## src/rtl/lane_pipe_pkg.sv

```systemverilog
// Shared defaults and helpers for the per-lane elastic pipeline.
// The occupancy counter width is derived from the stage count and is never set directly.
package lane_pipe_pkg;

  localparam int DEFAULT_LANES = 4;
  localparam int DEFAULT_WIDTH = 4;
  localparam int DEFAULT_DEPTH = 3;

  // Bits needed to count from 0 up to and including depth.
  function automatic int calcCntw(input int depth);
    return $clog2(depth + 1);
  endfunction

endpackage

```

## src/rtl/lane_pipe_stage.sv

```systemverilog
// One valid/data register of a lane. It loads whenever it is empty or its
// downstream neighbour can take its word, so bubbles collapse toward the output.
module lane_pipe_stage
  import lane_pipe_pkg::*;
#(
  parameter int WIDTH = DEFAULT_WIDTH
) (
  input  logic             clk,
  input  logic             rst_n,
  input  logic             up_valid_i,
  input  logic [WIDTH-1:0] up_data_i,
  input  logic             down_ready_i,
  output logic             ready_o,
  output logic             valid_o,
  output logic [WIDTH-1:0] data_o
);

  logic             valid_q, valid_d;
  logic [WIDTH-1:0] data_q, data_d;

  assign ready_o = !valid_q || down_ready_i;

  // Data follows valid unconditionally on a load, so an empty stage keeps the last value it took.
  always_comb begin
    valid_d = valid_q;
    data_d  = data_q;
    if (ready_o) begin
      valid_d = up_valid_i;
      data_d  = up_data_i;
    end
  end

  always_ff @(posedge clk or negedge rst_n) begin
    if (!rst_n) begin
      valid_q <= 1'b0;
      data_q  <= '0;
    end else begin
      valid_q <= valid_d;
      data_q  <= data_d;
    end
  end

  assign valid_o = valid_q;
  assign data_o  = data_q;

endmodule

```

## src/rtl/lane_pipe_gen.sv

```systemverilog
// LANES independent elastic pipelines, each DEPTH stages deep, with a registered
// per-lane occupancy count. Lanes share only the clock and reset.
module lane_pipe_gen
  import lane_pipe_pkg::*;
#(
  parameter int   LANES = DEFAULT_LANES,
  parameter int   WIDTH = DEFAULT_WIDTH,
  parameter int   DEPTH = DEFAULT_DEPTH,
  localparam int  CNTW  = calcCntw(DEPTH)
) (
  input  logic                   clk,
  input  logic                   rst_n,
  input  logic [LANES-1:0]       in_valid,
  input  logic [LANES*WIDTH-1:0] in_data,
  output logic [LANES-1:0]       in_ready,
  output logic [LANES-1:0]       out_valid,
  output logic [LANES*WIDTH-1:0] out_data,
  input  logic [LANES-1:0]       out_ready,
  output logic [LANES*CNTW-1:0]  occupancy
);

  for (genvar i = 0; i < LANES; i++) begin : lane
    logic            acceptLane;
    logic            emitLane;
    logic [CNTW-1:0] occ_q, occ_d;

    for (genvar j = 0; j < DEPTH; j++) begin : stage
      logic             upValid;
      logic [WIDTH-1:0] upData;
      logic             downReady;
      logic             ready;
      logic             valid;
      logic [WIDTH-1:0] data;

      if (j == 0) begin : gUp
        assign upValid = in_valid[i];
        assign upData  = in_data[i*WIDTH +: WIDTH];
      end else begin : gUp
        assign upValid = stage[j-1].valid;
        assign upData  = stage[j-1].data;
      end

      // Each stage sees its own downstream neighbour's ready, which keeps the chain acyclic per signal.
      if (j == DEPTH - 1) begin : gDown
        assign downReady = out_ready[i];
      end else begin : gDown
        assign downReady = stage[j+1].ready;
      end

      lane_pipe_stage #(.WIDTH(WIDTH)) u_stage (
        .clk         (clk),
        .rst_n       (rst_n),
        .up_valid_i  (upValid),
        .up_data_i   (upData),
        .down_ready_i(downReady),
        .ready_o     (ready),
        .valid_o     (valid),
        .data_o      (data)
      );
    end

    assign in_ready[i]                  = stage[0].ready;
    assign out_valid[i]                 = stage[DEPTH-1].valid;
    assign out_data[i*WIDTH +: WIDTH]   = stage[DEPTH-1].data;

    assign acceptLane = in_valid[i] && stage[0].ready;
    assign emitLane   = stage[DEPTH-1].valid && out_ready[i];

    always_comb begin
      occ_d = occ_q;
      if (acceptLane && !emitLane) begin
        occ_d = occ_q + CNTW'(1);
      end else if (!acceptLane && emitLane) begin
        occ_d = occ_q - CNTW'(1);
      end
    end

    always_ff @(posedge clk or negedge rst_n) begin
      if (!rst_n) begin
        occ_q <= '0;
      end else begin
        occ_q <= occ_d;
      end
    end

    assign occupancy[i*CNTW +: CNTW] = occ_q;
  end

endmodule

```

## config.mk

```make
export PLATFORM = sky130hd
export DESIGN_NAME = lane_pipe_gen
export DESIGN_NICKNAME = d
export VERILOG_FILES = /design/src/rtl/lane_pipe_pkg.sv /design/src/rtl/lane_pipe_stage.sv /design/src/rtl/lane_pipe_gen.sv
export SDC_FILE = /design/constraint.sdc
export NUM_CORES = 1
export LEC_CHECK = 0
export CAP_MARGIN = 20
export CORE_AREA = 2 2 66 100
export CTS_BUF_LIST = sky130_fd_sc_hd__clkbuf_16
export DETAILED_ROUTE_END_ITERATION = 10
export DIE_AREA = 0 0 68 102
export GPL_TIMING_DRIVEN = 0
export PLACE_DENSITY = 0.82
export REMOVE_ABC_BUFFERS = 1
export SLEW_MARGIN = 5
export SYNTH_ARGS = -nofsm -noshare
export SYNTH_HDL_FRONTEND = slang
export SYNTH_HIERARCHICAL = 1
export SYNTH_SLANG_ARGS = --single-unit
export TNS_END_PERCENT = 30
```

## constraint.sdc

```tcl
create_clock -name clk -period 2.49 [get_ports clk]
set_input_delay 0.498 -clock clk [delete_from_list [all_inputs] [get_ports clk]]
set_output_delay 0.498 -clock clk [all_outputs]
set_load 0.03 [all_outputs]
```

==> results of run 1 <==
-- cell type report --
| class | instances | share of cell area |
|---|---|---|
| clock buffer | 9 | 0.05921 |
| clock inverter | 5 | 0.01184 |
| multi-input combinational | 100 | 0.3118 |
| sequential | 68 | 0.4474 |
| tap | 74 | 0.02434 |
| timing repair buffer | 57 | 0.1454 |
-- cell families (layout without fill, tap and decap cells) --
| group | Yosys count | count (layout) | synth area share |
|---|---|---|---|
| xor+xnor | 12 | 12 | 0.03409 |
| fa+ha+maj | 4 | 4 | 0.01623 |
| buf+inv | 20 | 71 | 0.06331 |
| flops | 68 | 68 | 0.5519 |
| mux | 48 | 48 | 0.2338 |
| simple gates | 36 | 36 | 0.1006 |
-- worst max-delay path: cells and delay by family --
kind / cells / cell delay, ns
buffers and inverters: 2 / 0.86
AND/OR/NAND/NOR: 3 / 0.56
-- power by group --
part	internal (mW)	total (mW)	switching (mW)
clock	0.748	1.14	0.397
combinational	0.558	1.06	0.500
sequential	1.32	1.48	0.157
-- flip-flops by register name, indices dropped and copies added, names as in the netlist --
register and count:
lane.occ_q 8, lane.stage.u_stage/valid_o 12, lane.stage.u_stage/data_o 48
-- worst paths after layout --
kind	startpoint	end	slack [ns]
worst max-delay path	out_ready[1]	in_ready[1]	0.07
min in group clk	lane[2].occ_q[1]	lane[2].occ_q[1]	0.47
worst min-delay path	rst_n	lane[2].stage[2].u_stage/valid_o	0.28
worst min register to register	lane[2].occ_q[1]	lane[2].occ_q[1]	0.47
worst max register to register	lane[3].stage[2].u_stage/valid_o	lane[3].occ_q[1]	0.67
max in group asynchronous	rst_n	lane[0].stage[1].u_stage/data_o[0]	1.66
-- cells in the final DEF (no fill, tap or decap), drive strengths merged --
| master | instances |
|---|---|
| and2 | 4 |
| buf | 1 |
| bufinv | 1 |
| clkbuf | 12 |
| clkdlybuf4s15 | 1 |
| clkdlybuf4s50 | 52 |
| clkinv | 4 |
| dfrtp | 68 |
| ha | 4 |
| mux2 | 48 |
| nand2 | 4 |
| nand2b | 12 |
| nor2 | 4 |
| or2b | 12 |
| xnor2 | 4 |
| xor2 | 8 |
-- per-layer routing --
layer,GRT usage,vias up,part of all wire
met5,0,-,0
met3,0.03855,6,0.040
met1,0.1920,714,0.44
met4,0.08769,0,0.019
li1,-,707,-
met2,0.2226,32,0.50
-- timing repair --
action,CTS,global route
gates resized for setup,5,6
gates cloned,0,0
endpoints found under the setup margin,4,4
==> flow_summary_export.csv, run 1 <==
group,metric,value,unit
synth,avgSynthCellArea,16.40,sq um
sta,rsz0062_at_grt,"false",
synth,async_reset_ff_frac,1.000,
drt,ant_nets,0,
flow_run,cap_violations,0,
placement,dp_hpwl,3135,um
drt,wire_per_inst,14.30,um
worst_setup_path,crit_top_cell,"nand2b_4",
clocking,postCtsHoldBufs,0,
sta,timing.hold.ws,0.2833,ns
sta,hold_viol,0,
sta,finalMaxSlewViolations,0,
sta,finClkSkew,0.003320,ns
floorplan,die_h,102,um
pwr,pwr_density_cell,968.5,nW/um^2
placement,place_area,3548,sq um
worst_setup_path,crit_fanout,7,
sta,worst_slew_pin_slew,0.8321,ns
pwr,p_leak,1.835,nW
clocking,cts_buffer_depth,2,
floorplan,io_pins,58,
worst_setup_path,crit_path_start_kind,"input port",
floorplan,start_util,0.5101,
global_route,grt_pass1_wl,7521,um
synth,synth_area_leaders,"dfrtp_1 55%, mux2_4 23%, nand2b_4 5.4%, buf_6 4.4%, or2b_1 2.9%",
synth,synth_common_cells,"68 x dfrtp_1, 48 x mux2_4, 12 x buf_6, 12 x nand2b_4, 12 x or2b_1",
drt,drt-total-wl,4476,um
floorplan,die_x,68,um
worst_setup_path,cp_slowest_stage_delay,0.48,ns
sta,finalCritPeriodShare,0.9707,
cells_and_area,area.growth.synth_to_final,23.38,%
synth,synth_area,3083,sq um
synth,synthCells,188,
drt,num_vias,1459,
cells_and_area,n_antenna_cell,0,
global_route,grt_max_degree,69,
cells_and_area,final_util,0.6294,
worst_setup_path,path_cells,"clkdlybuf4s50_1 > nand2b_4 > nand2b_4 > nand2b_4 > clkdlybuf4s15_1",
clocking,path_clk_slew,0.05,ns
placement,port_buffers,57,
sta,slew_headroom,0.4453,
clocking,clock-sinks,68,
cells_and_area,drive_gt1_frac,0.3096,
cells_and_area,multiInputGateArea,1186,sq um
global_route,grtUsageTotal,0.1486,
sta,setup-violations-final,0,
drt,dr.first_iter.drc_count,56,
synth,synth.most_common_cell,"dfrtp_1",
synth,synth_top_cell_area_share,0.5519,
clocking,postCtsSetupBuffers,0,
pwr,irDropWorstVdd,454.6,uV
clocking,htree_levels,3,
worst_setup_path,criticalPathCategory,"input port to output port",
synth,yosysSeqAreaShare,0.5519,
worst_setup_path,cpMaxStageDelayCell,"clkdlybuf4s50_1",
clocking,clk-insertion-delay-late,0.32,ns
placement,gp_congestion,0.6791,
synth,synth_warnings,6,
sta,setup_slack,0.07304,ns
synth,ys.flop_type,"dfrtp_1",
synth,synth_seq_cells,68,
cells_and_area,fin_nets,266,
clocking,tritoncts,"built",
synth,synth_edf_count,0,
outcome,status,"completed",
clocking,cts_made_buffers,9,
cells_and_area,stdcell_area,3804,sq um
synth,synth_top_cell_by_area,"dfrtp_1",
worst_setup_path,r2r_cells,8,
drt,vias_per_cell,4.661,
floorplan,dieArea,6936,sq um
floorplan,std_cell_rows,35,
global_route,grt_pass1_vias,1579,
clocking,root_buffer,"clkbuf_16",
global_route,grt_antenna_before_repair,0,
worst_setup_path,critPathRequiredTime,1.99,ns
synth,synth.distinct_cells,12,
drt,drc,0,
cells_and_area,instances_no_fill,313,
global_route,gr-total-overflow,0,
cells_and_area,seqCellArea,1702,sq um
worst_setup_path,endpoint_kind,"output port",
hold_path,hp-class,"input port to asynchronous set/reset pin",
drt,dr.pass1.iters,3,
placement,pre_cts_ws,-0.2743,ns
placement,dp.cells,299,
pwr,p_total,3.684,mW
worst_setup_path,cp.arrival,1.92,ns
floorplan,core_region_area,6043,sq um
cells_and_area,fillers,467,
sta,tns,0,ns
sta,fin_crit,2.417,ns
sta,fmax,0.4137,GHz
No activity file was read; power rests on OpenSTA's default activity.
==> inputs of run 2 (changes only) <==
--- a/config.mk
+++ b/config.mk
@@ -11,6 +11,7 @@
 export DETAILED_ROUTE_END_ITERATION = 10
 export DIE_AREA = 0 0 68 102
 export GPL_TIMING_DRIVEN = 0
+export MAX_ROUTING_LAYER = met4
 export PLACE_DENSITY = 0.82
 export REMOVE_ABC_BUFFERS = 1
 export SLEW_MARGIN = 5
==> constraint.sdc (replaced) <==
create_clock -name clk -period 2.4 [get_ports clk]
set_input_delay 0.48 -clock clk [delete_from_list [all_inputs] [get_ports clk]]
set_output_delay 0.48 -clock clk [all_outputs]
set_load 0.03 [all_outputs]
==> run 2 against run 1 <==
- worst hold slack got worse by 0.023 ns
- critical endpoint is now in_ready[0]
- non-clock buffer count did not move
- count of clock-buffer cells in the layout did not move
- sequential cell count did not move
- utilization rose by 0.23 points
- setup slack got worse by 0.011 ns
- critical path type unchanged
- sequential power rose by 4%
==> flow_summary_export.csv, run 2 (synthesized netlist as in run 1, its figures left out) <==
group,metric,value,unit
worst_setup_path,endpoint_kind,"output port",
cells_and_area,instances_no_fill,313,
global_route,grt_pass1_wl,7541,um
placement,port_buffers,57,
worst_setup_path,cpMaxStageDelayCell,"clkdlybuf4s50_1",
worst_setup_path,crit_path_start_kind,"input port",
sta,tns,0,ns
drt,ant_nets,0,
placement,dp_hpwl,3135,um
global_route,gr-total-overflow,0,
floorplan,io_pins,58,
cells_and_area,largest_register_ffs,48,
cells_and_area,mostFrequentLayoutCells,"68 x dfrtp_1, 52 x clkdlybuf4s50_1, 48 x mux2_4",
cells_and_area,drive_gt1_frac,0.3138,
sta,finalMaxSlewViolations,0,
clocking,path_clk_slew,0.05,ns
worst_setup_path,crit_top_cell,"nand2b_4",
sta,finClkSkew,0.004108,ns
placement,dp.cells,299,
drt,dr.pass1.iters,2,
clocking,tritoncts,"built",
clocking,root_buffer,"clkbuf_16",
drt,num_vias,1460,
clocking,cts_resized,11,
pwr,p_leak,1.839,nW
floorplan,std_cell_rows,35,
global_route,grt_pass1_vias,1588,
drt,drc,0,
cells_and_area,multiInputGateArea,1186,sq um
global_route,grt_antenna_before_repair,0,
drt,wire_per_inst,14.31,um
floorplan,start_util,0.5101,
cells_and_area,fillers,463,
worst_setup_path,criticalPathCategory,"input port to output port",
hold_path,hp-class,"input port to asynchronous set/reset pin",
worst_setup_path,critPathRequiredTime,1.92,ns
sta,setup-violations-final,0,
sta,worst_slew_pin_slew,0.8325,ns
cells_and_area,layout_commonest_cell,"dfrtp_1",
pwr,pwr_density_cell,1002,nW/um^2
placement,gp_congestion,0.6860,
clocking,postCtsHoldBufs,0,
worst_setup_path,cp.arrival,1.86,ns
cells_and_area,area.growth.synth_to_final,23.82,%
worst_setup_path,crit_fanout,7,
sta,fin_crit,2.337,ns
cells_and_area,fin_nets,266,
sta,slew_headroom,0.4450,
outcome,status,"completed",
clocking,cts_made_buffers,9,
sta,rsz0062_at_grt,"false",
clocking,postCtsSetupBuffers,0,
flow_run,cap_violations,0,
worst_setup_path,path_cells,"clkdlybuf4s50_1 > nand2b_4 > nand2b_4 > nand2b_4 > clkdlybuf4s15_2",
clocking,htree_levels,3,
global_route,grt_max_degree,69,
clocking,clk-insertion-delay-late,0.32,ns
clocking,clock-sinks,68,
floorplan,die_h,102,um
drt,dr.first_iter.drc_count,75,
sta,fmax,0.4278,GHz
cells_and_area,seqCellArea,1702,sq um
worst_setup_path,cp_slowest_stage_delay,0.48,ns
sta,finalCritPeriodShare,0.9739,
clocking,cts_buffer_depth,2,
floorplan,dieArea,6936,sq um
drt,vias_per_cell,4.665,
pwr,irDropWorstVdd,471.0,uV
cells_and_area,n_antenna_cell,0,
sta,hold_viol,0,
floorplan,core_region_area,6043,sq um
global_route,grtUsageTotal,0.1533,
drt,drt-total-wl,4478,um
floorplan,die_x,68,um
-- run 2: changes by cell type in the layout (fill, tap and decap cells not counted), sizes merged --
cell	delta
clkdlybuf4s15	+2
clkbuf	-2
-- run 2: worst paths after layout --
| kind | from | to | slack (ns) | cells past startpoint |
|---|---|---|---|---|
| min in group clk | lane[1].occ_q[1] | lane[1].occ_q[1] | 0.47 | 1 |
| worst max register to register | lane[3].stage[2].u_stage/valid_o | lane[3].occ_q[1] | 0.58 | 8 |
| worst max-delay path | out_ready[0] | in_ready[0] | 0.06 | 5 |
| max in group asynchronous | rst_n | lane[0].stage[1].u_stage/data_o[0] | 1.58 | 1 |
| worst min-delay path | rst_n | lane[2].occ_q[0] | 0.26 | 1 |
| worst min register to register | lane[1].occ_q[1] | lane[1].occ_q[1] | 0.47 | 1 |
-- run 2: cell type report --
type | instances | area share
Clock buffer | 9 | 0.05900
Clock inverter | 5 | 0.01180
Multi-Input combinational cell | 100 | 0.3107
Sequential cell | 68 | 0.4458
Tap cell | 74 | 0.02425
Timing Repair Buffer | 57 | 0.1485
-- run 2: per-stage QoR --
step	power [mW]	util	hold WS [ns]	setup WS, ns	area [sq um]
after global routing	4.016	0.6317	0.3496	0.0008145	3817
final	3.825	0.6317	0.2600	0.06253	3817
after floorplan	2.231	-	0.1844	0.4889	2888
after CTS	3.877	0.6325	0.2960	-0.002943	3822
after global placement	2.634	0.5876	0.4552	-1.349	3551
after detailed placement	2.667	0.5872	0.4643	-0.3283	3548
-- run 2: worst max-delay path: cells and delay by family --
family                 cells  cell delay, ns
buffers and inverters      2            0.79
AND/OR/NAND/NOR            3            0.58
-- run 2: metal layers --
metal,up-vias,global-route usage,share of wire
met1,717,0.1949,0.44
met2,32,0.2218,0.50
met4,0,0.08769,0.017
met5,-,-,0
met3,5,0.03634,0.038
li1,706,-,-
-- run 2: where the power goes --
part	internal, mW	leakage, nW	total (mW)	switching, mW
clock	0.776	0.131	1.19	0.412
combinational	0.581	0.928	1.10	0.519
sequential	1.37	0.780	1.54	0.164
total	2.73	1.84	3.83	1.09
